**src/rtl/power_sequencer_pkg.sv**
```systemverilog
// Shared power-sequencer types: state and fault-code encodings.
// Also used by the power state monitor bench.
package pwr_seq_pkg;

    typedef enum logic [2:0] {
        PS_ACTIVE      = 3'd0,
        PS_SAVING      = 3'd1,
        PS_ISOLATED    = 3'd2,
        PS_POWERED_OFF = 3'd3,
        PS_POWERING_ON = 3'd4,
        PS_RESTORING   = 3'd5
    } power_state_t;

    typedef enum logic [1:0] {
        FC_NONE    = 2'd0,
        FC_SAVE    = 2'd1,
        FC_PWRUP   = 2'd2,
        FC_RESTORE = 2'd3
    } fault_code_t;

    localparam logic [2:0] ST_ACTIVE      = 3'(PS_ACTIVE);
    localparam logic [2:0] ST_SAVING      = 3'(PS_SAVING);
    localparam logic [2:0] ST_ISOLATED    = 3'(PS_ISOLATED);
    localparam logic [2:0] ST_POWERED_OFF = 3'(PS_POWERED_OFF);
    localparam logic [2:0] ST_POWERING_ON = 3'(PS_POWERING_ON);
    localparam logic [2:0] ST_RESTORING   = 3'(PS_RESTORING);

    function automatic int unsigned max_u(
        input int unsigned a,
        input int unsigned b
    );
        return (a > b) ? a : b;
    endfunction

endpackage

```
**src/rtl/power_sequencer_if.sv**
```systemverilog
// Request/handshake and status bundle of the power sequencer.
// slave = sequencer side, master = controller/bench side.
interface power_sequencer_if;
    import pwr_seq_pkg::*;

    logic       sleep_req;
    logic       wake_req;
    logic       save_done;
    logic       pwr_ack;
    logic       restore_done;
    logic       power_en;
    logic       iso_en;
    logic       save;
    logic       restore;
    logic [2:0] state;
    logic       busy;
    logic       fault;
    logic [1:0] fault_code;

    modport master (
        output sleep_req, wake_req, save_done,
        output pwr_ack, restore_done,
        input  power_en, iso_en, save, restore,
        input  state, busy, fault, fault_code
    );

    modport slave (
        input  sleep_req, wake_req, save_done,
        input  pwr_ack, restore_done,
        output power_en, iso_en, save, restore,
        output state, busy, fault, fault_code
    );

endinterface

```
**src/rtl/power_seq_timer.sv**
```systemverilog
// Per-state dwell counter: clear on entry, saturating count,
// expiry when the count equals the supplied limit.
module power_seq_timer #(
    parameter int unsigned MAX = 16,
    parameter int unsigned W   = 5
) (
    input  logic         clk,
    input  logic         rst,
    input  logic         clr_i,
    input  logic         en_i,
    input  logic [W-1:0] limit_i,
    output logic         expired_o
);

    logic [W-1:0] cnt_q;
    logic [W-1:0] cnt_d;

    always_comb begin
        cnt_d = cnt_q;
        if (clr_i)
            cnt_d = '0;
        else if (en_i && cnt_q != W'(MAX))
            cnt_d = cnt_q + 1'b1;
    end

    always_ff @(posedge clk) begin
        if (rst)
            cnt_q <= '0;
        else
            cnt_q <= cnt_d;
    end

    assign expired_o = (cnt_q == limit_i);

endmodule

```
**src/rtl/power_sequencer.sv**
```systemverilog
// Power-domain sequencer: save, isolate, power off, power on,
// restore, with handshake timeouts reported as fault codes.
module power_sequencer
    import pwr_seq_pkg::*;
#(
    parameter int unsigned TIMEOUT    = 16,
    parameter int unsigned ISO_SETTLE = 2
) (
    input  logic                clk,
    input  logic                rst,
    power_sequencer_if.slave    bus
);

    localparam int unsigned CMAX = max_u(TIMEOUT, ISO_SETTLE);
    localparam int unsigned CW   = $clog2(CMAX + 1);

    logic [2:0]    state_q;
    logic [2:0]    state_d;
    logic          fault_q;
    logic          fault_d;
    logic [1:0]    code_q;
    logic [1:0]    code_d;
    logic [CW-1:0] limit;
    logic          expired;

    // Expiry fires in the last cycle of the allowed dwell.
    assign limit = (state_q == ST_ISOLATED) ? CW'(ISO_SETTLE - 1)
                                            : CW'(TIMEOUT - 1);

    power_seq_timer #(
        .MAX (CMAX),
        .W   (CW)
    ) u_timer (
        .clk       (clk),
        .rst       (rst),
        .clr_i     (state_d != state_q),
        .en_i      (1'b1),
        .limit_i   (limit),
        .expired_o (expired)
    );

    always_comb begin
        state_d = state_q;
        fault_d = 1'b0;
        code_d  = code_q;
        case (state_q)
            ST_ACTIVE: begin
                if (bus.sleep_req && !bus.wake_req)
                    state_d = ST_SAVING;
            end
            ST_SAVING: begin
                if (bus.save_done) begin
                    state_d = ST_ISOLATED;
                end else if (expired) begin
                    state_d = ST_ACTIVE;
                    fault_d = 1'b1;
                    code_d  = FC_SAVE;
                end
            end
            ST_ISOLATED: begin
                if (expired)
                    state_d = ST_POWERED_OFF;
            end
            ST_POWERED_OFF: begin
                if (bus.wake_req)
                    state_d = ST_POWERING_ON;
            end
            ST_POWERING_ON: begin
                if (bus.pwr_ack) begin
                    state_d = ST_RESTORING;
                end else if (expired) begin
                    state_d = ST_POWERED_OFF;
                    fault_d = 1'b1;
                    code_d  = FC_PWRUP;
                end
            end
            ST_RESTORING: begin
                if (bus.restore_done) begin
                    state_d = ST_ACTIVE;
                end else if (expired) begin
                    state_d = ST_ACTIVE;
                    fault_d = 1'b1;
                    code_d  = FC_RESTORE;
                end
            end
            default: state_d = ST_ACTIVE;
        endcase
    end

    always_ff @(posedge clk) begin
        if (rst) begin
            state_q <= ST_ACTIVE;
            fault_q <= 1'b0;
            code_q  <= FC_NONE;
        end else begin
            state_q <= state_d;
            fault_q <= fault_d;
            code_q  <= code_d;
        end
    end

    // Isolation covers every state where the rail may be down.
    assign bus.power_en   = (state_q != ST_POWERED_OFF);
    assign bus.iso_en     = (state_q == ST_ISOLATED)
                         || (state_q == ST_POWERED_OFF)
                         || (state_q == ST_POWERING_ON)
                         || (state_q == ST_RESTORING);
    assign bus.save       = (state_q == ST_SAVING);
    assign bus.restore    = (state_q == ST_RESTORING);
    assign bus.state      = state_q;
    assign bus.busy       = (state_q != ST_ACTIVE)
                         && (state_q != ST_POWERED_OFF);
    assign bus.fault      = fault_q;
    assign bus.fault_code = code_q;

endmodule

```
**src/flat_wrapper.sv**
```systemverilog
// flat-port wrapper written by rule: the top's interface ports become plain ports
module power_sequencer_flat import pwr_seq_pkg::*;
#(
    parameter int unsigned TIMEOUT    = 16,
    parameter int unsigned ISO_SETTLE = 2
)
  (clk, rst, bus_sleep_req, bus_wake_req, bus_save_done, bus_pwr_ack, bus_restore_done, bus_power_en, bus_iso_en, bus_save, bus_restore, bus_state, bus_busy, bus_fault, bus_fault_code);
  power_sequencer_if bus_i ();
  input  logic clk;
  input  logic rst;
  input wire logic [$bits(bus_i.sleep_req)-1:0] bus_sleep_req;
  input wire logic [$bits(bus_i.wake_req)-1:0] bus_wake_req;
  input wire logic [$bits(bus_i.save_done)-1:0] bus_save_done;
  input wire logic [$bits(bus_i.pwr_ack)-1:0] bus_pwr_ack;
  input wire logic [$bits(bus_i.restore_done)-1:0] bus_restore_done;
  output wire logic [$bits(bus_i.power_en)-1:0] bus_power_en;
  output wire logic [$bits(bus_i.iso_en)-1:0] bus_iso_en;
  output wire logic [$bits(bus_i.save)-1:0] bus_save;
  output wire logic [$bits(bus_i.restore)-1:0] bus_restore;
  output wire logic [$bits(bus_i.state)-1:0] bus_state;
  output wire logic [$bits(bus_i.busy)-1:0] bus_busy;
  output wire logic [$bits(bus_i.fault)-1:0] bus_fault;
  output wire logic [$bits(bus_i.fault_code)-1:0] bus_fault_code;
  assign bus_i.sleep_req = bus_sleep_req;
  assign bus_i.wake_req = bus_wake_req;
  assign bus_i.save_done = bus_save_done;
  assign bus_i.pwr_ack = bus_pwr_ack;
  assign bus_i.restore_done = bus_restore_done;
  assign bus_power_en = bus_i.power_en;
  assign bus_iso_en = bus_i.iso_en;
  assign bus_save = bus_i.save;
  assign bus_restore = bus_i.restore;
  assign bus_state = bus_i.state;
  assign bus_busy = bus_i.busy;
  assign bus_fault = bus_i.fault;
  assign bus_fault_code = bus_i.fault_code;
  power_sequencer #(.TIMEOUT(TIMEOUT), .ISO_SETTLE(ISO_SETTLE)) u_core (.clk(clk), .rst(rst), .bus(bus_i));
endmodule
```
**config.mk**
```make
export PLATFORM = sky130hd
export DESIGN_NAME = power_sequencer_flat
export DESIGN_NICKNAME = d
export VERILOG_FILES = /design/src/rtl/power_sequencer_pkg.sv /design/src/rtl/power_sequencer_if.sv /design/src/rtl/power_seq_timer.sv /design/src/rtl/power_sequencer.sv /design/src/flat_wrapper.sv
export SDC_FILE = /design/constraint.sdc
export NUM_CORES = 1
export LEC_CHECK = 0
export ABC_AREA = 0
export CAP_MARGIN = 25
export CORE_UTILIZATION = 45
export CTS_CLUSTER_DIAMETER = 50
export DETAILED_ROUTE_END_ITERATION = 10
export PLACE_DENSITY = 0.86
export RECOVER_POWER = 25
export SYNTH_ARGS = -nofsm -noshare
export SYNTH_HDL_FRONTEND = slang
export SYNTH_SLANG_ARGS = --single-unit
```
**constraint.sdc**
```tcl
create_clock -name clk -period 1.7 [get_ports clk]
set_input_delay 0.34 -clock clk [delete_from_list [all_inputs] [get_ports clk]]
set_output_delay 0.34 -clock clk [all_outputs]
set_load 0.03 [all_outputs]
```
-- Word-level counts from Yosys, hierarchy flattened
Cells that the tools add are included.
- word-level logic and storage cells: 52
- bits in latches: 0
- bits of input ports: 7
- memory bits (writable): 0
- memories: 0
- bits in read-only memories: 0
- bits in registers: 11
- shifts and indexed selects: 0
- bitwise logic cells: 0
- div/mod/pow operators: 0
- $add $sub $neg: 1
- equal/unequal tests: 15
- $lt $le $gt $ge: 0
- multiplexer cells: 21
- multiply operators: 0
- reductions and logical operators: 11
- operators with widths (operator ; number):
    $mux W3 ; 7
    $pmux W3 S6 ; 1
    $mux W2 ; 6
    $reduce_and A7 Y1 ; 1
    $eq A3 B2 Y1 const B ; 2
    $eq A3 B3 Y1 const B ; 2
    $ne A2 B1 Y1 const B ; 3
    $ne A2 B2 Y1 const B ; 3
    $pmux W2 S3 ; 1
    $reduce_bool A3 Y1 ; 2
    $add A5 B1 Y5 const B ; 1
    $eq A5 B5 Y1 ; 1
    $ne A5 B5 Y1 const B ; 1
    $mux W1 ; 4
    $mux W4 ; 1
    $eq A3 B1 Y1 const B ; 1
    $logic_not A3 Y1 ; 1
    $logic_or A1 B1 Y1 ; 3
    $ne A3 B2 Y1 const B ; 1
    $ne A3 B3 Y1 ; 1
    $pmux W1 S3 ; 1
    $logic_and A1 B1 Y1 ; 2
    $reduce_or A2 Y1 ; 1
    $logic_not A1 Y1 ; 1

-- Logic depth before layout (Yosys ltp)
- depth in word-level cells: 8
- mapped depth: 8

-- By module
Synthesis repeated with hierarchy kept, for this count alone.
- cells, all modules: 105
- area total of the unflattened synthesis: 879.6 um2
- modules (own cells, without submodules) (module ; cells an instance ; instances ; seq. area each (um2) ; area each (um2)):
    power_sequencer ; 69 ; 1 ; 120.1 ; 563.0
    power_seq_timer ; 36 ; 1 ; 100.1 ; 316.6

-- Worst setup path before layout
OpenSTA, ideal clock, no wires.
- kind: reg2reg
- from: reg u_core.state_q[0] (netlist: u_core.bus.state[0])
- to: reg u_core.code_q[1] (netlist: u_core.bus.fault_code[1])
- setup time: 123 ps
- clock period less this slack: 2178 ps
- arrival: 2055 ps
- path buffers: 0
- cell stages (with the launch flop): 6
- data required time: 1577 ps
- slack: -478 ps
- cells stage by stage: dfxtp_1 nor3b_2 mux2_2 o31ai_1 o21ai_1 mux2i_1
- RTL lines (element ; line ; source):
    from (decl) ; power_sequencer.sv:17 ; logic [2:0] state_q;
    from (signal assigned) ; power_sequencer.sv:96 ; state_q <= state_d;
    $eq A3 B1 Y1 (*) ; -- ;
    via bus_save ; flat_wrapper.sv:18 ; output wire logic [$bits(bus_i.save)-1:0] bus_save;
    $ne A2 B1 Y1 (no source line), or another cell as far along ; -- ;
    $reduce_and A7 Y1 (no source line) ; -- ;
    to (signal assigned) ; power_sequencer.sv:98 ; code_q <= code_d;
    to (decl) ; power_sequencer.sv:21 ; logic [1:0] code_q;
The timed path passes the listed nets; every way through them passes the cells marked *.
A chain may end at the register's enable or synchronous reset.

-- Final worst setup path
- from: reg u_core.state_q[1] (netlist: u_core.bus.state[1])
- to: reg u_core.state_q[1] (netlist: u_core.bus.state[1])
- longest elaborated chain between the ends: 6
- RTL lines (element ; line ; source):
    $eq A3 B2 Y1 ; power_sequencer.sv:27, power_sequencer.sv:46 ;
    $mux W4 ; power_sequencer.sv:27 ; assign limit = (state_q == ST_ISOLATED) ? CW'(ISO_SETTLE - 1)
    $eq A5 B5 Y1 ; power_seq_timer.sv:33 ; assign expired_o = (cnt_q == limit_i);
    $mux W3 (on tied branches) ; -- ;
    $mux W3 (on tied branches) ; power_sequencer.sv:78, power_sequencer.sv:52, power_sequencer.sv:69 ;
    $pmux W3 S6 (*) ; power_sequencer.sv:46 ; case (state_q)
Mark *: on every way between the ends. The rest lies on a longest branch, timed or not.

==> flow_summary.json <==
{
  "place_area_sq_mm": 0.00128,
  "fillers": 93,
  "fin_crit_sh_pct": 110,
  "die_area_sq_mm": 0.00213,
  "pwr_density_cell_mw_per_mm2": 490,
  "drive_gt1_share_pct": 50.0,
  "root_buffer": "clkbuf_4",
  "worstHoldStart": "u_core.bus.fault_code[0]",
  "synth.distinct_cells": 41,
  "initial_core_util_pct": 49.1,
  "worst_r2r_endpoint": "u_core.bus.state[1]",
  "synth_edf_count": 0,
  "hp-class": "register to register",
  "synthTopCellsByArea": "dfxtp_1 (25%), ha_1 (5.7%), clkbuf_8 (4.7%)",
  "switchingPower_mw": 0.239,
  "worst_ep_required_time_ns": 1.88,
  "hold_viol_final": 0,
  "ys.flop_type": "dfxtp_1",
  "drc": 0,
  "dr.pass1.iters": 5,
  "antenna_found_initial": 0,
  "die_w_microns": 46.1,
  "vias": 1088,
  "grt_pass1_vias": 1017,
  "power_mw": 0.733,
  "syn2layout_area_growth_pct": 70.6,
  "status": "finished, violations left",
  "grt_pass1_wl_microns": 4740,
  "crit_path_end": "u_core.bus.state[1]",
  "clk_latency_ns": 0.27,
  "synth.most_common_cell": "dfxtp_1",
  "critPathLaunch": "u_core.bus.state[1]",
  "yosysWarnings": 0,
  "synth.top_cell.area_share_pct": 25.1,
  "initialDrtViolationCount": 57,
  "port_buffers": 17,
  "peakVddDrop_mv": 0.436,
  "ios": 18,
  "setup_ws_ns": -0.168,
  "worst_pin_slew_ns": 0.519,
  "fin_area_sq_mm": 0.00149,
  "drv_slew": 0,
  "overflow": 0,
  "cts_buffer_depth": 2,
  "clkSinkCount": 11,
  "dp_hpwl_microns": 2030,
  "crit_type": "register to register",
  "core_sq_mm": 0.00178,
  "antenna_cells": 0,
  "yosysSeqAreaShare_pct": 25.1,
  "h-tree-depth": 1,
  "p_comb_share_pct": 37.5,
  "yosysTopAreaCell": "dfxtp_1",
  "worstPathArrival_ns": 2.05,
  "final-setup-viol-count": 11,
  "cap_violations": 0,
  "fin_skew_ns": 0.00131,
  "min_period_ns": 1.87,
  "r2r_start": "u_core.bus.state[1]",
  "grt_usage_pct": 32.4,
  "r2r_setup_slack_ns": -0.17,
  "p_seq_share_pct": 37.6,
  "place_congestion": 0.838,
  "cp-start-kind": "register",
  "p_clk_share_pct": 25.0,
  "syn_nets": 116,
  "netlist_area_sq_um": 876,
  "power_leakage_nw": 0.633,
  "routedWlPerCell_microns": 19.3,
  "final_core_util_pct": 83.8,
  "fp-row-count": 15,
  "p_sw_share_pct": 32.6,
  "ys_seq_elements": 11,
  "async_flop_share_pct": 0,
  "die_h_microns": 46.1,
  "grt_max_degree": 9,
  "wl_microns": 3540,
  "ff2ff_path_depth": 7,
  "clk_pin_slew_ns": 0.07,
  "dp_slack_ns": -0.381,
  "numCtsBuffers": 3,
  "cp_max_fo": 4,
  "syn_area_per_cell_sq_um": 8.34,
  "tritoncts": "done",
  "dp_cells": 172,
  "violations": "setup timing",
  "antenna_violating_nets_post_route": 0,
  "synth_commonest_cells": "dfxtp_1 (11), nand2_1 (10), nor2_1 (10)",
  "p_int_mw": 0.494,
  "final_nets": 170,
  "critPathCaptureType": "register",
  "slew_headroom_pct": 65.1,
  "avgViaCountPerCell": 5.95,
  "fin_cells": 183,
  "timing.fmax_mhz": 535,
  "rsz0062_at_grt": "yes",
  "syn_inst": 105
}
## metal layers
layer	wire, microns	track usage, %
met5	0	0
met4	172	21.2
met3	185	7.84
met2	1770	56.6
met1	1410	34.0
## power groups by stage
stage | clock (mW) | combinational, mW | sequential [mW]
global route | 0.194 | 0.288 | 0.276
detailed placement | 0 | 0.219 | 0.283
floorplan | 0 | 0.109 | 0.288
finish | 0.183 | 0.275 | 0.275
global placement | 0 | 0.209 | 0.282
CTS | 0.183 | 0.235 | 0.277
## flip-flops by register name, summed over array words and instances, names as in the netlist
name,cells
u_core.bus.fault,1
u_core.bus.fault_code,2
u_core.bus.state,3
u_core.u_timer.cnt_q,5
## kinds of logic (layout without fill, tap and decap cells)
family | Yosys count | count (layout) | share of synthesized area, %
AOI/OAI and AO/OA | 20 | 20 | 15.7
xor gates and xnor gates | 6 | 6 | 6.00
adders and majority gates | 4 | 4 | 5.71
buffers and inverters | 10 | 63 | 7.86
DFF | 11 | 11 | 25.1
muxes | 6 | 6 | 7.57
and+or+nand+nor | 48 | 48 | 32.0
## repair_timing
| action | in CTS | in global routing |
|---|---|---|
| pin swaps | 3 | 6 |
| setup endpoints to repair | 15 | 16 |
| hold buffers | 0 | 0 |
| setup buffers | 4 | 3 |
| cloned | 0 | 0 |
| resized for setup | 23 | 20 |
## worst min-delay path by stage
stage / to / cells past startpoint
2_1_floorplan: u_core.bus.state[1] / 1
3_3_place_gp: u_core.bus.fault_code[0] / 2
3_5_place_dp: u_core.bus.fault_code[0] / 2
4_1_cts: u_core.bus.fault_code[0] / 2
5_1_grt: u_core.bus.fault_code[0] / 2
6_report: u_core.bus.fault_code[0] / 2
## worst max-delay path, stage by stage, from the launching register on
cell and delay (ns):
dfxtp_4 0.37, buf_12 0.10, nor3b_4 0.22, buf_4 0.17
mux2i_4 0.27, nand2_2 0.12, o32a_1 0.35, nor3_1 0.17
## final cells by class
class | instances | area [sq um] | share of cell area [%]
Multi-Input combinational cell | 84 | 722 | 48.3
Timing Repair Buffer | 53 | 455 | 30.5
Sequential cell | 11 | 231 | 15.5
Tap cell | 25 | 31.3 | 2.09
Inverter | 6 | 27.5 | 1.84
Clock buffer | 4 | 26.3 | 1.76
## metrics by stage
step	hold slack, ns	TNS [ns]
final	0.459	-0.944
after global routing	0.469	-1.63
after CTS	0.468	-0.870
after detailed placement	0.461	-2.38
after global placement	0.431	-1.89
after floorplan	0.407	-1.16
## layout by cell type, fill, tap and decap left out, types with 2 or more instances in the layout
cell / n
a21oi_1: 2
a21oi_2: 2
buf_4: 35
buf_6: 5
clkbuf_4: 3
clkdlybuf4s50_1: 9
dfxtp_1: 8
dfxtp_4: 3
dlygate4sd2_1: 3
ha_1: 2
inv_1: 4
inv_4: 2
mux2_4: 2
mux2i_1: 3
nand2_1: 8
nand2b_1: 3
nand3_1: 4
nor2_1: 8
nor2_4: 2
nor3_1: 6
nor3b_4: 2
nor4b_2: 2
o21ai_0: 4
or3_4: 2
xnor2_1: 3
xor2_1: 3
(Power assumes the default switching activity.)
